$ cat src/rtl/count_monitor_pkg.sv
// Shared state type, default sizes and helpers for the count_monitor slice.
package count_monitor_pkg;

    localparam int DEF_CNT_W     = 4;
    localparam int DEF_WRAP_W    = 8;
    localparam int DEF_STALL_CYC = 16;

    typedef enum logic [1:0] {
        MON_INIT    = 2'd0,
        MON_TRACK   = 2'd1,
        MON_STALLED = 2'd2
    } mon_state_e;

    // Width of a down-the-line cycle counter that must reach cyc-1.
    function automatic int ctr_width(input int cyc);
        return (cyc > 2) ? $clog2(cyc) : 1;
    endfunction

endpackage

$ cat src/rtl/mon_sat_counter.sv
// Saturating incrementer; a clear wins over the held value but still counts
// an increment arriving in the same cycle.
module mon_sat_counter #(
    parameter int W = 8
) (
    input  logic         clk,
    input  logic         reset,
    input  logic         clr,
    input  logic         inc,
    output logic [W-1:0] cnt
);

    always_ff @(posedge clk or negedge reset) begin
        if (!reset) begin
            cnt <= '0;
        end else if (clr) begin
            cnt <= inc ? W'(1) : '0;
        end else if (inc && (cnt != '1)) begin
            cnt <= cnt + 1'b1;
        end
    end

endmodule

$ cat src/rtl/count_monitor.sv
// Observer of a loadable up/down counter: wrap/match pulses, wrap tally, stall.
// Build option: define COUNT_MONITOR_STALL_EN to include the stall detector.
//
//   state       | meaning
//   MON_INIT    | first cycle after reset, prev_q not valid, wraps ignored
//   MON_TRACK   | normal tracking, stall_ctr counts quiet cycles
//   MON_STALLED | count frozen for STALL_CYC cycles, stall asserted
module count_monitor
    import count_monitor_pkg::*;
#(
    parameter int CNT_W     = DEF_CNT_W,
    parameter int WRAP_W    = DEF_WRAP_W,
    parameter int STALL_CYC = DEF_STALL_CYC
) (
    input  logic              clk,
    input  logic              reset,
    input  logic [CNT_W-1:0]  count,
    input  logic              cnt_load,
    input  logic              cnt_clr,
    input  logic [CNT_W-1:0]  cmp_val,
    input  logic              clr_stat,
    output logic              wrap_up,
    output logic              wrap_dn,
    output logic              match,
    output logic              match_seen,
    output logic [WRAP_W-1:0] wrap_cnt,
    output logic              stall
);

    localparam logic [CNT_W-1:0] CNT_MAX = '1;

    logic [CNT_W-1:0] prev_q;
    logic             ld_q;
    logic             clr_q;
    mon_state_e       state;
    mon_state_e       state_nxt;

    logic             activity;
    logic             eval_wrap;
    logic             force_match;
    logic             wrap_up_ev;
    logic             wrap_dn_ev;
    logic             match_ev;

    // A load or clear explains whatever change is visible this cycle.
    assign activity   = (count != prev_q) || ld_q || clr_q;

    assign wrap_up_ev = eval_wrap && (prev_q == CNT_MAX) && (count == '0)
                        && !ld_q && !clr_q;
    assign wrap_dn_ev = eval_wrap && (prev_q == '0) && (count == CNT_MAX)
                        && !ld_q && !clr_q;
    assign match_ev   = (count == cmp_val) && (activity || force_match);

    always_ff @(posedge clk or negedge reset) begin
        if (!reset) begin
            prev_q     <= '0;
            ld_q       <= 1'b0;
            clr_q      <= 1'b0;
            wrap_up    <= 1'b0;
            wrap_dn    <= 1'b0;
            match      <= 1'b0;
            match_seen <= 1'b0;
        end else begin
            prev_q     <= count;
            ld_q       <= cnt_load;
            clr_q      <= cnt_clr;
            wrap_up    <= wrap_up_ev;
            wrap_dn    <= wrap_dn_ev;
            match      <= match_ev;
            match_seen <= clr_stat ? match_ev : (match_seen || match_ev);
        end
    end

    mon_sat_counter #(
        .W (WRAP_W)
    ) u_wrap_tally (
        .clk   (clk),
        .reset (reset),
        .clr   (clr_stat),
        .inc   (wrap_up_ev || wrap_dn_ev),
        .cnt   (wrap_cnt)
    );

    always_ff @(posedge clk or negedge reset) begin
        if (!reset) begin
            state <= MON_INIT;
        end else begin
            state <= state_nxt;
        end
    end

`ifdef COUNT_MONITOR_STALL_EN

    localparam int               CTR_W    = ctr_width(STALL_CYC);
    localparam logic [CTR_W-1:0] CTR_LAST = CTR_W'(STALL_CYC - 1);

    logic [CTR_W-1:0] stall_ctr;
    logic [CTR_W-1:0] stall_ctr_nxt;
    logic             stall_nxt;

    always_comb begin
        state_nxt = state;
        case (state)
            MON_INIT:    state_nxt = MON_TRACK;
            MON_TRACK:   if (!activity && (stall_ctr == CTR_LAST)) state_nxt = MON_STALLED;
            MON_STALLED: if (activity) state_nxt = MON_TRACK;
            default:     state_nxt = MON_INIT;
        endcase
    end

    always_comb begin
        eval_wrap     = (state != MON_INIT);
        force_match   = (state == MON_INIT);
        stall_nxt     = (state_nxt == MON_STALLED);
        stall_ctr_nxt = '0;
        if ((state == MON_TRACK) && (state_nxt == MON_TRACK) && !activity) begin
            stall_ctr_nxt = stall_ctr + 1'b1;
        end
    end

    always_ff @(posedge clk or negedge reset) begin
        if (!reset) begin
            stall_ctr <= '0;
            stall     <= 1'b0;
        end else begin
            stall_ctr <= stall_ctr_nxt;
            stall     <= stall_nxt;
        end
    end

`else

    logic unused_stall_cfg;
    assign unused_stall_cfg = (STALL_CYC != 0);

    always_comb begin
        state_nxt = state;
        case (state)
            MON_INIT:  state_nxt = MON_TRACK;
            MON_TRACK: state_nxt = MON_TRACK;
            default:   state_nxt = MON_INIT;
        endcase
    end

    always_comb begin
        eval_wrap   = (state != MON_INIT);
        force_match = (state == MON_INIT);
    end

    assign stall = 1'b0;

`endif

endmodule

$ cat config.mk
export PLATFORM = sky130hd
export DESIGN_NAME = count_monitor
export DESIGN_NICKNAME = d
export VERILOG_FILES = /design/src/rtl/count_monitor_pkg.sv /design/src/rtl/mon_sat_counter.sv /design/src/rtl/count_monitor.sv
export SDC_FILE = /design/constraint.sdc
export NUM_CORES = 1
export LEC_CHECK = 0
export BUFFER_PORTS_ARGS = -buffer_cell sky130_fd_sc_hd__buf_4
export CORE_MARGIN = 2
export CORE_UTILIZATION = 50
export DETAILED_ROUTE_END_ITERATION = 12
export MAX_ROUTING_LAYER = met4
export PLACE_DENSITY_LB_ADDON = 0.1
export SYNTH_ARGS = -nofsm -noshare
export SYNTH_HDL_FRONTEND = slang
export SYNTH_HIERARCHICAL = 1
export SYNTH_SLANG_ARGS = --single-unit
$ cat constraint.sdc
create_clock -name clk -period 3.4 [get_ports clk]
set_input_delay 0.17 -clock clk [delete_from_list [all_inputs] [get_ports clk]]
set_output_delay 0.17 -clock clk [all_outputs]
set_load 0.005 [all_outputs]
---- Yosys cells after proc, flatten, opt, wreduce, memory -nomap -nowiden ----
Index checks and enable logic that the tools add are counted.
operators by class
  equal/unequal tests ..................... 6
  reduce and logical (&&, ||, !) cells .... 23
  mux-type cells .......................... 5
  add/sub/neg operators ................... 1
operators by type and width
  cell                                         number
  2-to-1 mux 8 bit                             2
  logical AND 1 bit                            10
  adder 8 x 1 -> 8 bit, second input constant  1
  equality test 4 bit, second input constant   2
  zero test 4 bit                              2
  != test 8 bit, second input constant         1
  logical OR 1 bit                             5
  equality test 4 bit                          1
  != test 4 bit                                1
  nonzero test 2 bit                           2
  2-to-1 mux 1 bit                             3
  zero test 1 bit                              2
  zero test 2 bit                              1
  OR reduction 2 bit                           1
  equality test 1 bit, second input constant   1
storage, ports and cells
  input bits .............................. 13
  output and inout port bits .............. 13
  logic and storage cells ................. 44
  register bits after elaboration ......... 19

---- Logic depth before layout (Yosys ltp) ----
Gate-level depths: netlist (run 1).
  word-level depth ........................ 9
  depth in mapped cells ................... 6
  gate-level depth less buffers ........... 6

---- Hierarchy ----
Netlist (run 1), hierarchy kept.
by module, submodules not included
  module           cells an instance  area an instance (sq um)  instances  sequential area each (sq um)
  count_monitor    40                 473.0                     1          275.3
  mon_sat_counter  47                 473.0                     1          200.2

---- Least setup slack after synthesis (run 1) ----
OpenSTA, ideal clock, no wires.
  path type ............................... register -> register
  from .................................... reg ld_q
  to ...................................... reg u_wrap_tally.cnt[5]
  arrival ................................. 1.651 ns
  path buffers ............................ 0
  cell stages (with the launch flop) ...... 6
  setup slack ............................. 1.616 ns
  setup time .............................. 0.132 ns
  required time ........................... 3.268 ns
  period minus slack after synthesis ...... 1.784 ns
  cells stage by stage .................... dfrtp_1 or3b_1 a21oi_1 nand4_2 a2111oi_2 nor3b_1
between the ends
  word-level cells in the longest chain between the ends .. 6
  elaborated cells on any way between the ends .. 8
  classes of those cells .................. reduce/logical: 8
ends and longest elaborated chain
  element                                                   line                                      text
  start, declared                                           count_monitor.sv:33                       logic ld_q;
  start signal, assigned                                    count_monitor.sv:65                       ld_q <= cnt_load;
  zero test 1 bit *                                         count_monitor.sv:49, count_monitor.sv:51
  logical AND 1 bit, on equally long branches (2 in a row)  count_monitor.sv:49, count_monitor.sv:51
  logical OR 1 bit *                                        count_monitor.sv:80                       .inc (wrap_up_ev || wrap_dn_ev),
  logical AND 1 bit *                                       mon_sat_counter.sv:18                     end else if (inc && (cnt != '1)) begin
  nonzero test 2 bit (no source line) *                     -
  end signal, assigned                                      mon_sat_counter.sv:17                     cnt <= inc ? W'(1) : '0;
  end signal, assigned                                      mon_sat_counter.sv:19                     cnt <= cnt + 1'b1;
  end, declared                                             mon_sat_counter.sv:10                     output logic [W-1:0] cnt
Every way passes the cells marked *; elsewhere a longest branch is shown, timed or not.
A chain may end at the register's enable or synchronous reset.

---- Final worst setup path (run 1) ----
Ends and elaborated chain as after synthesis.

==> results of run 1 <==
==> state kept, by name, summed over array words and instances, names as in the netlist <==
register          cells
state                 1
match_seen            1
prev_q                4
match                 1
u_wrap_tally/cnt      8
wrap_up               1
ld_q                  1
wrap_dn               1
clr_q                 1
==> cell type report <==
cell class / count / area share [%]
well taps: 25 / 2.62
flip-flops and latches: 19 / 39.7
inverters: 2 / 0.628
clock buffers: 3 / 1.88
repair buffers: 27 / 17.6
clock inverters: 1 / 0.418
multi-input cells: 63 / 37.1
==> power breakdown <==
part,leakage (nW),internal (mW),switching (mW),total (mW)
Clock,0.0177,0.0437,0.0703,0.114
Sequential,0.249,0.232,0.00376,0.236
Combinational,0.269,0.0227,0.0207,0.0434
Total,0.535,0.298,0.0948,0.393
==> cells by family (layout without fill, tap and decap cells) <==
group | count (synthesis) | count (layout) | synth area share, %
simple gates | 32 | 32 | 22.1
mux | 1 | 1 | 1.06
flops | 19 | 19 | 50.3
xor+xnor | 8 | 8 | 7.41
other cells | 2 | 2 | 0.794
fa+ha+maj | 1 | 1 | 1.32
compound gates | 19 | 19 | 14.3
buf+inv | 5 | 33 | 2.78
==> layout by cell type, fill, tap and decap left out, types with 3 or more instances in the layout <==
cell type,instances
dfrtp_1,19
xnor2_1,4
dlygate4sd3_1,3
clkbuf_4,3
a21oi_1,7
nor2_1,4
nand2b_1,4
nand2_1,5
buf_4,24
xor2_1,4
==> cells in the mapped netlist, drive strengths merged <==
cell     instances
a2111oi          1
dfrtp           19
a21oi            7
nor3b            1
xnor2            4
and4bb           1
or3              2
buf              2
conb             2
a41oi            2
a21boi           1
a311oi           1
nand2            5
clkbuf           1
ha               1
nor3             1
or3b             1
a31oi            1
o31ai            1
o211ai           1
a211oi           1
nand2b           4
nand4            3
mux2i            1
inv              2
and3             2
nor2b            1
nor2             4
o21ai            2
nand3            1
xor2             4
nor4             3
a211o            1
and4             3
==> per-stage QoR <==
stage | hold WS [ns] | worst slack, ns
6_report | 0.0226 | 1.36
5_1_grt | 0.0101 | 1.22
4_1_cts | 0.0156 | 1.39
3_5_place_dp | 0.0585 | 1.42
3_3_place_gp | 0.0554 | 1.51
2_1_floorplan | -0.126 | 1.62
==> worst min path at each step <==
stage | start | end
6_report | count[1] | prev_q[1]$_DFF_PN0_
3_3_place_gp | reset | prev_q[3]$_DFF_PN0_
3_5_place_dp | reset | prev_q[3]$_DFF_PN0_
5_1_grt | count[1] | prev_q[1]$_DFF_PN0_
4_1_cts | count[1] | prev_q[1]$_DFF_PN0_
2_1_floorplan | reset | clr_q$_DFF_PN0_
==> routing by layer <==
layer	track usage [%]	vias to the layer above
li1	-	372
met1	26.0	363
met2	28.1	17
met3	4.53	2
met4	9.44	0
met5	-	-
==> results.tsv, run 1 <==
metric	value	unit
status	finished, final reports clean	
clockRootBuffer	clkbuf_4	
drc_errors	0	
place_area	1140	sq um
wire_per_inst	13.0	microns
postSynthAreaPerCell	10.9	sq um
required	3.58	ns
final_util	68.5	%
route.met2.wl	870	microns
n_antenna_cell	0	
min_delay_path_depth	1	
dp_hpwl	1310	microns
p_total	393	uW
syn_area	946	sq um
cts_tree	yes	
n_fill_cell	140	
ys_warn_count	6	
die_x	47.5	microns
initial_core_util	54.2	%
die_h	47.5	microns
rrSetupSlack	1.36	ns
setup_violations	0	
r2r_end	u_wrap_tally/cnt[5]$_DFFE_PN0P_	
finalInstanceArea	1200	sq um
die_area	2260	sq um
ir_drop	0.000238	V
grt_first_pass_wirelength	2890	microns
areaGrowthSynthToFinish	26.5	%
syn_nets	101	
path_class	reg -> reg	
crit_path_max_incr_delay	0.43	ns
stdcell_count	140	
arrival	2.22	ns
final-seq-area	475	sq um
fin_nets	130	
synthTopCellsByArea	dfrtp_1 50%, a21oi_1 3.7%, xnor2_1 3.7%	
numCtsBuffers	3	
power.leakage	0.535	nW
crit_end	u_wrap_tally/cnt[5]$_DFFE_PN0P_	
clk_latency	0.29	ns
drt-pass1-iter-count	5	
io_pins	26	
skew	0.00583	ns
fin_crit	2.04	ns
numClockSinks	19	
grt_util_all_layers	19.6	%
wl	1820	microns
rsz0062_at_grt	false	
cts_resized	0	
synth_top_area_share	50.3	%
post-cts-setup-buffer-count	0	
numPortBuffers	24	
grt_pass1_vias	670	
synth_cell_types	38	
postCtsHoldBufs	3	
drtIter0Drc	11	
clkTransAtPathRegs	0.11	ns
top_layer_used	met4	
cp_slowest_cell	or3b_1	
dp_cells	133	
grt_antenna_before_repair	0	
synth_seq_cells	19	
fmax	0.491	GHz
antenna_left	0	
grt_max_degree	20	
maxSlewViolCount	0	
via_count	754	
hp-class	in -> reg	
coreArea	1750	sq um
gr-total-overflow	0	
yosysTopAreaCell	dfrtp_1	
critPathMaxFanout	6	
syn_inst	87	
tns	0	ns
multi_input_area	444	sq um
p_per_area	329	nW/um^2
gp_congestion	0.859	
synth_seq_area_share	50.3	%
fp-row-count	15	
met3_wirelength	68	microns
critical_path.startpoint_type	flip-flop	
cts-htree-levels	1	
cp-end-kind	flip-flop	
finalHoldViolations	0	
path_depth	5	
path_delay_family	simple AND/OR/NAND/NOR gates	
clock_path_buffers	2	
path_cells	or3b_1 > a21oi_1 > nand4_2 > a2111oi_2 > nor3b_1	
crit_buf_inv	0	
rr_startpoint	ld_q$_DFF_PN0_	
via_per_inst	5.39	
wl_met1	868	microns
drive_gt1_share	30.4	%
drv_cap	0	
worstRegToRegCells	5	
fin_crit_sh	59.9	%
crit_path_start	ld_q$_DFF_PN0_	
(Power assumes the default switching activity.)
==> inputs of run 2 (changes only) <==
==> constraint.sdc (replaced) <==
create_clock -name clk -period 2.06 [get_ports clk]
set_input_delay 0.103 -clock clk [delete_from_list [all_inputs] [get_ports clk]]
set_output_delay 0.103 -clock clk [all_outputs]
set_load 0.005 [all_outputs]
==> results.tsv, run 2 (synthesis gave the netlist of run 1 again) <==
metric	value	unit
die_h	47.5	microns
internal_power	497	uW
crit_path_start	count[0]	
reg.largest.list	u_wrap_tally/cnt (8), prev_q (4)	
worstRegToRegCells	5	
p_clk_share	28.2	%
n_fill_cell	138	
areaGrowthSynthToFinish	32.8	%
post-cts-setup-buffer-count	0	
cts-htree-levels	1	
antenna_left	0	
die_area	2260	sq um
via_count	775	
hp-class	in -> reg	
gp_congestion	0.860	
via_per_inst	5.38	
arrival	2.11	ns
p_seq_share	59.8	%
met3_wirelength	59	microns
tns	0	ns
ir_drop	0.000393	V
maxSlewViolCount	0	
grt_max_degree	20	
dp_cells	133	
clkTransAtPathRegs	0.10	ns
drt-pass1-iter-count	4	
fin_crit_sh	93.9	%
p_sw	154	uW
crit_end	u_wrap_tally/cnt[5]$_DFFE_PN0P_	
p_sw_share	23.6	%
r2r_end	u_wrap_tally/cnt[5]$_DFFE_PN0P_	
critPathMaxFanout	6	
grt_util_all_layers	20.7	%
status	finished, final reports clean	
numClockSinks	19	
fin_nets	134	
rr_startpoint	ld_q$_DFF_PN0_	
drtIter0Drc	23	
clockRootBuffer	clkbuf_4	
drc_errors	0	
wire_per_inst	13.7	microns
fp-row-count	15	
finalHoldViolations	0	
die_x	47.5	microns
fin_crit	1.93	ns
required	2.23	ns
mostFrequentLayoutCells	24 x buf_4, 19 x dfrtp_1, 7 x dlygate4sd3_1	
n_antenna_cell	0	
setup_ws	0.127	ns
route.met2.wl	984	microns
multi_input_area	464	sq um
grt_antenna_before_repair	0	
numCtsBuffers	3	
rrSetupSlack	0.19	ns
power.leakage	0.559	nW
grt_first_pass_wirelength	3110	microns
top_layer_used	met4	
largest_register_ffs	8	
p_comb_share	12.0	%
wl_met1	914	microns
clk_latency	0.29	ns
clock_path_buffers	2	
cp-end-kind	flip-flop	
fmax	0.517	GHz
numPortBuffers	24	
rsz0062_at_grt	false	
cts_tree	yes	
grt_pass1_vias	733	
stdcell_count	144	
gr-total-overflow	0	
drive_gt1_share	30.3	%
io_pins	26	
final_common_cell	buf_4	
initial_core_util	54.2	%
pre_cts_ws	0.0731	ns
p_per_area	518	nW/um^2
skew	0.00257	ns
coreArea	1750	sq um
p_total	651	uW
drv_cap	0	
final-seq-area	475	sq um
path_class	in -> reg	
setup_violations	0	
wl	1970	microns
critical_path.startpoint_type	input port	
regMostFlops	u_wrap_tally/cnt	
[run 2: cell types whose count changed in the layout (fill, tap and decap cells not counted), sizes merged]
| cell | change |
|---|---|
| dlygate4sd3 | +4 |
[run 2: metrics by stage]
step / cell area, sq um / util (%) / hold slack [ns]
CTS: 1240 / 71.0 / 0.0406
floorplan: 946 / - / -0.193
detailed placement: 1140 / 65.2 / -0.00950
global route: 1260 / 72.0 / 0.0437
global placement: 1140 / 65.2 / -0.0116
finish: 1260 / 72.0 / 0.0492
[run 2: layer usage]
metal / GRT usage [%] / up-vias
met5: - / -
met1: 27.4 / 374
met4: 8.89 / 0
met2: 31.4 / 19
met3: 3.40 / 2
li1: - / 380
[run 2: power groups by stage]
stage                     Combinational (mW)  Clock (mW)  Sequential [mW]
after floorplan                       0.0290           0            0.396
after global placement                0.0672           0            0.396
after detailed placement              0.0676           0            0.396
after CTS                             0.0782       0.193            0.389
after global routing                  0.0871       0.208            0.391
final                                 0.0782       0.184            0.389
[run 2: critical path, stage by stage]
cell	delay (ns)
dlygate4sd3_1	0.54
buf_4	0.16
nor4_1	0.28
nand2_1	0.15
a21oi_4	0.23
nand4_4	0.16
a2111oi_2	0.38
nor3b_1	0.10
[run 2: repair_timing]
action	CTS	global route
gates resized for setup	1	2
endpoints found under the hold margin	25	0
setup endpoints to repair	1	2
hold buffers	7	0
[run 2: cell type report]
type	count	area share (%)
clock inverter	1	0.398
clock buffer	3	1.79
inverter	2	0.598
multi-input combinational	63	37.0
timing repair buffer	31	19.9
tap	25	2.49
sequential	19	37.8
[run 2: how the worst min path moves through the flow]
| stage | from | endpoint | slack, ns | depth (start not counted) |
|---|---|---|---|---|
| floorplan | reset | clr_q$_DFF_PN0_ | -0.19 | 0 |
| global placement | reset | prev_q[3]$_DFF_PN0_ | -0.01 | 1 |
| detailed placement | reset | prev_q[3]$_DFF_PN0_ | -0.009 | 1 |
| CTS | clr_stat | u_wrap_tally/cnt[7]$_DFFE_PN0P_ | 0.04 | 2 |
| global route | clr_stat | u_wrap_tally/cnt[7]$_DFFE_PN0P_ | 0.04 | 2 |
| finish | clr_stat | u_wrap_tally/cnt[7]$_DFFE_PN0P_ | 0.05 | 2 |
==> inputs of run 3 (changes only) <==
--- a/config.mk
+++ b/config.mk
@@ -7,7 +7,7 @@
 export LEC_CHECK = 0
 export BUFFER_PORTS_ARGS = -buffer_cell sky130_fd_sc_hd__buf_4
 export CORE_MARGIN = 2
-export CORE_UTILIZATION = 50
+export CORE_UTILIZATION = 38
 export DETAILED_ROUTE_END_ITERATION = 12
 export MAX_ROUTING_LAYER = met4
 export PLACE_DENSITY_LB_ADDON = 0.1
==> constraint.sdc (replaced) <==
create_clock -name clk -period 1.9 [get_ports clk]
set_input_delay 0.095 -clock clk [delete_from_list [all_inputs] [get_ports clk]]
set_output_delay 0.095 -clock clk [all_outputs]
set_load 0.005 [all_outputs]
==> results.tsv, run 3 (synthesis gave the netlist of run 1 again) <==
metric	value	unit
setup_ws	0.101	ns
grt_util_all_layers	17.6	%
fin_crit_sh	94.7	%
p_per_area	547	nW/um^2
dp_hpwl	1420	microns
drv_cap	0	
pre_cts_ws	0.0604	ns
initial_core_util	39.3	%
setup_violations	0	
power.leakage	0.568	nW
final_util	54.2	%
cp-end-kind	flip-flop	
n_fill_cell	217	
tns	0	ns
antenna_left	0	
areaGrowthSynthToFinish	38.0	%
p_total	714	uW
final-seq-area	475	sq um
rrSetupSlack	0.10	ns
critical_path.startpoint_type	flip-flop	
clockRootBuffer	clkbuf_4	
cts_tree	yes	
drtIter0Drc	12	
required	2.13	ns
mostFrequentLayoutCells	27 x buf_4, 19 x dfrtp_1, 7 x dlygate4sd3_1	
critPathMaxFanout	6	
clk_latency	0.29	ns
die_x	53.9	microns
via_count	805	
path_class	reg -> reg	
finalHoldViolations	0	
io_pins	26	
fin_nets	137	
largest_register_ffs	8	
rr_startpoint	prev_q[1]$_DFF_PN0_	
maxSlewViolCount	0	
via_per_inst	5.30	
clkTransAtPathRegs	0.11	ns
worstRegToRegCells	6	
wire_per_inst	13.8	microns
grt_first_pass_wirelength	3510	microns
status	finished, final reports clean	
crit_path_start	prev_q[1]$_DFF_PN0_	
coreArea	2410	sq um
die_area	2900	sq um
arrival	2.03	ns
cts-htree-levels	1	
multi_input_area	482	sq um
die_h	53.9	microns
skew	0.00342	ns
fp-row-count	18	
reg.largest.list	u_wrap_tally/cnt (8), prev_q (4)	
grt_antenna_before_repair	0	
fin_crit	1.80	ns
regMostFlops	u_wrap_tally/cnt	
grt_max_degree	20	
gp_congestion	0.839	
gr-total-overflow	0	
ir_drop	0.000668	V
drt-pass1-iter-count	4	
fmax	0.556	GHz
drc_errors	0	
n_antenna_cell	0	
wl	2100	microns
grt_pass1_vias	811	
crit_end	u_wrap_tally/cnt[7]$_DFFE_PN0P_	
numCtsBuffers	3	
numPortBuffers	24	
r2r_end	u_wrap_tally/cnt[7]$_DFFE_PN0P_	
drive_gt1_share	32.8	%
clock_path_buffers	2	
hp-class	in -> reg	
numClockSinks	19	
final_common_cell	buf_4	
==> run 3: cell types whose count changed in the layout (fill, tap and decap cells not counted), sizes merged <==
cell,delta
clkinv,-1
buf,+3
clkinvlp,+1
==> run 3: report_power, final <==
| part | leakage, nW | switching, mW | internal [mW] |
|---|---|---|---|
| clock | 0.0139 | 0.125 | 0.0801 |
| sequential | 0.249 | 0.00724 | 0.415 |
| combinational | 0.306 | 0.0400 | 0.0469 |
| total | 0.568 | 0.172 | 0.542 |
==> run 3: worst max-delay path, stage by stage, from the launching register on <==
cell	delay [ns]
dfrtp_1	0.43
nor4_1	0.30
nand2_1	0.15
a21oi_4	0.22
nand4_4	0.16
or3_1	0.33
a21oi_1	0.14
==> run 3: per-stage QoR <==
stage | hold slack [ns] | cell area [sq um] | instances
after global placement | -0.0129 | 1170 | 141
after floorplan | -0.201 | 946 | 87
final | 0.0393 | 1310 | 152
after CTS | 0.0188 | 1270 | 152
after detailed placement | -0.0135 | 1170 | 141
after global routing | 0.00704 | 1310 | 152
==> run 3: timing repair <==
action / in CTS / in global routing
hold endpoints to repair: 25 / 0
endpoints found under the setup margin: 0 / 5
hold buffers: 7 / 0
setup buffers: 0 / 0
gates resized for setup: 0 / 5
==> run 3: cell type report <==
type	instances	share of cell area [%]
Multi-Input combinational cell	63	36.9
Sequential cell	19	36.4
Timing Repair Buffer	34	20.9
Tap cell	30	2.88
Clock buffer	3	1.73
Clock inverter	1	0.575
Inverter	2	0.575
==> run 3: metal layers <==
metal / share of wire (%) / vias to the layer above / routed length [microns] / GRT usage (%)
met4: 0.72 / 0 / 15 / 5.13
met5: 0 / - / 0 / -
li1: - / 389 / - / -
met1: 47 / 393 / 990 / 20.7
met3: 5.2 / 2 / 110 / 6.67
met2: 47 / 21 / 979 / 27.8
==> run 3: how the worst min path moves through the flow <==
stage / from / endpoint / slack (ns) / cells after the start
5_1_grt: clr_stat / u_wrap_tally/cnt[7]$_DFFE_PN0P_ / 0.007 / 2
3_5_place_dp: reset / wrap_up$_DFF_PN0_ / -0.01 / 1
4_1_cts: clr_stat / u_wrap_tally/cnt[7]$_DFFE_PN0P_ / 0.02 / 2
6_report: clr_stat / u_wrap_tally/cnt[7]$_DFFE_PN0P_ / 0.04 / 2
2_1_floorplan: reset / clr_q$_DFF_PN0_ / -0.20 / 0
3_3_place_gp: reset / prev_q[3]$_DFF_PN0_ / -0.01 / 1
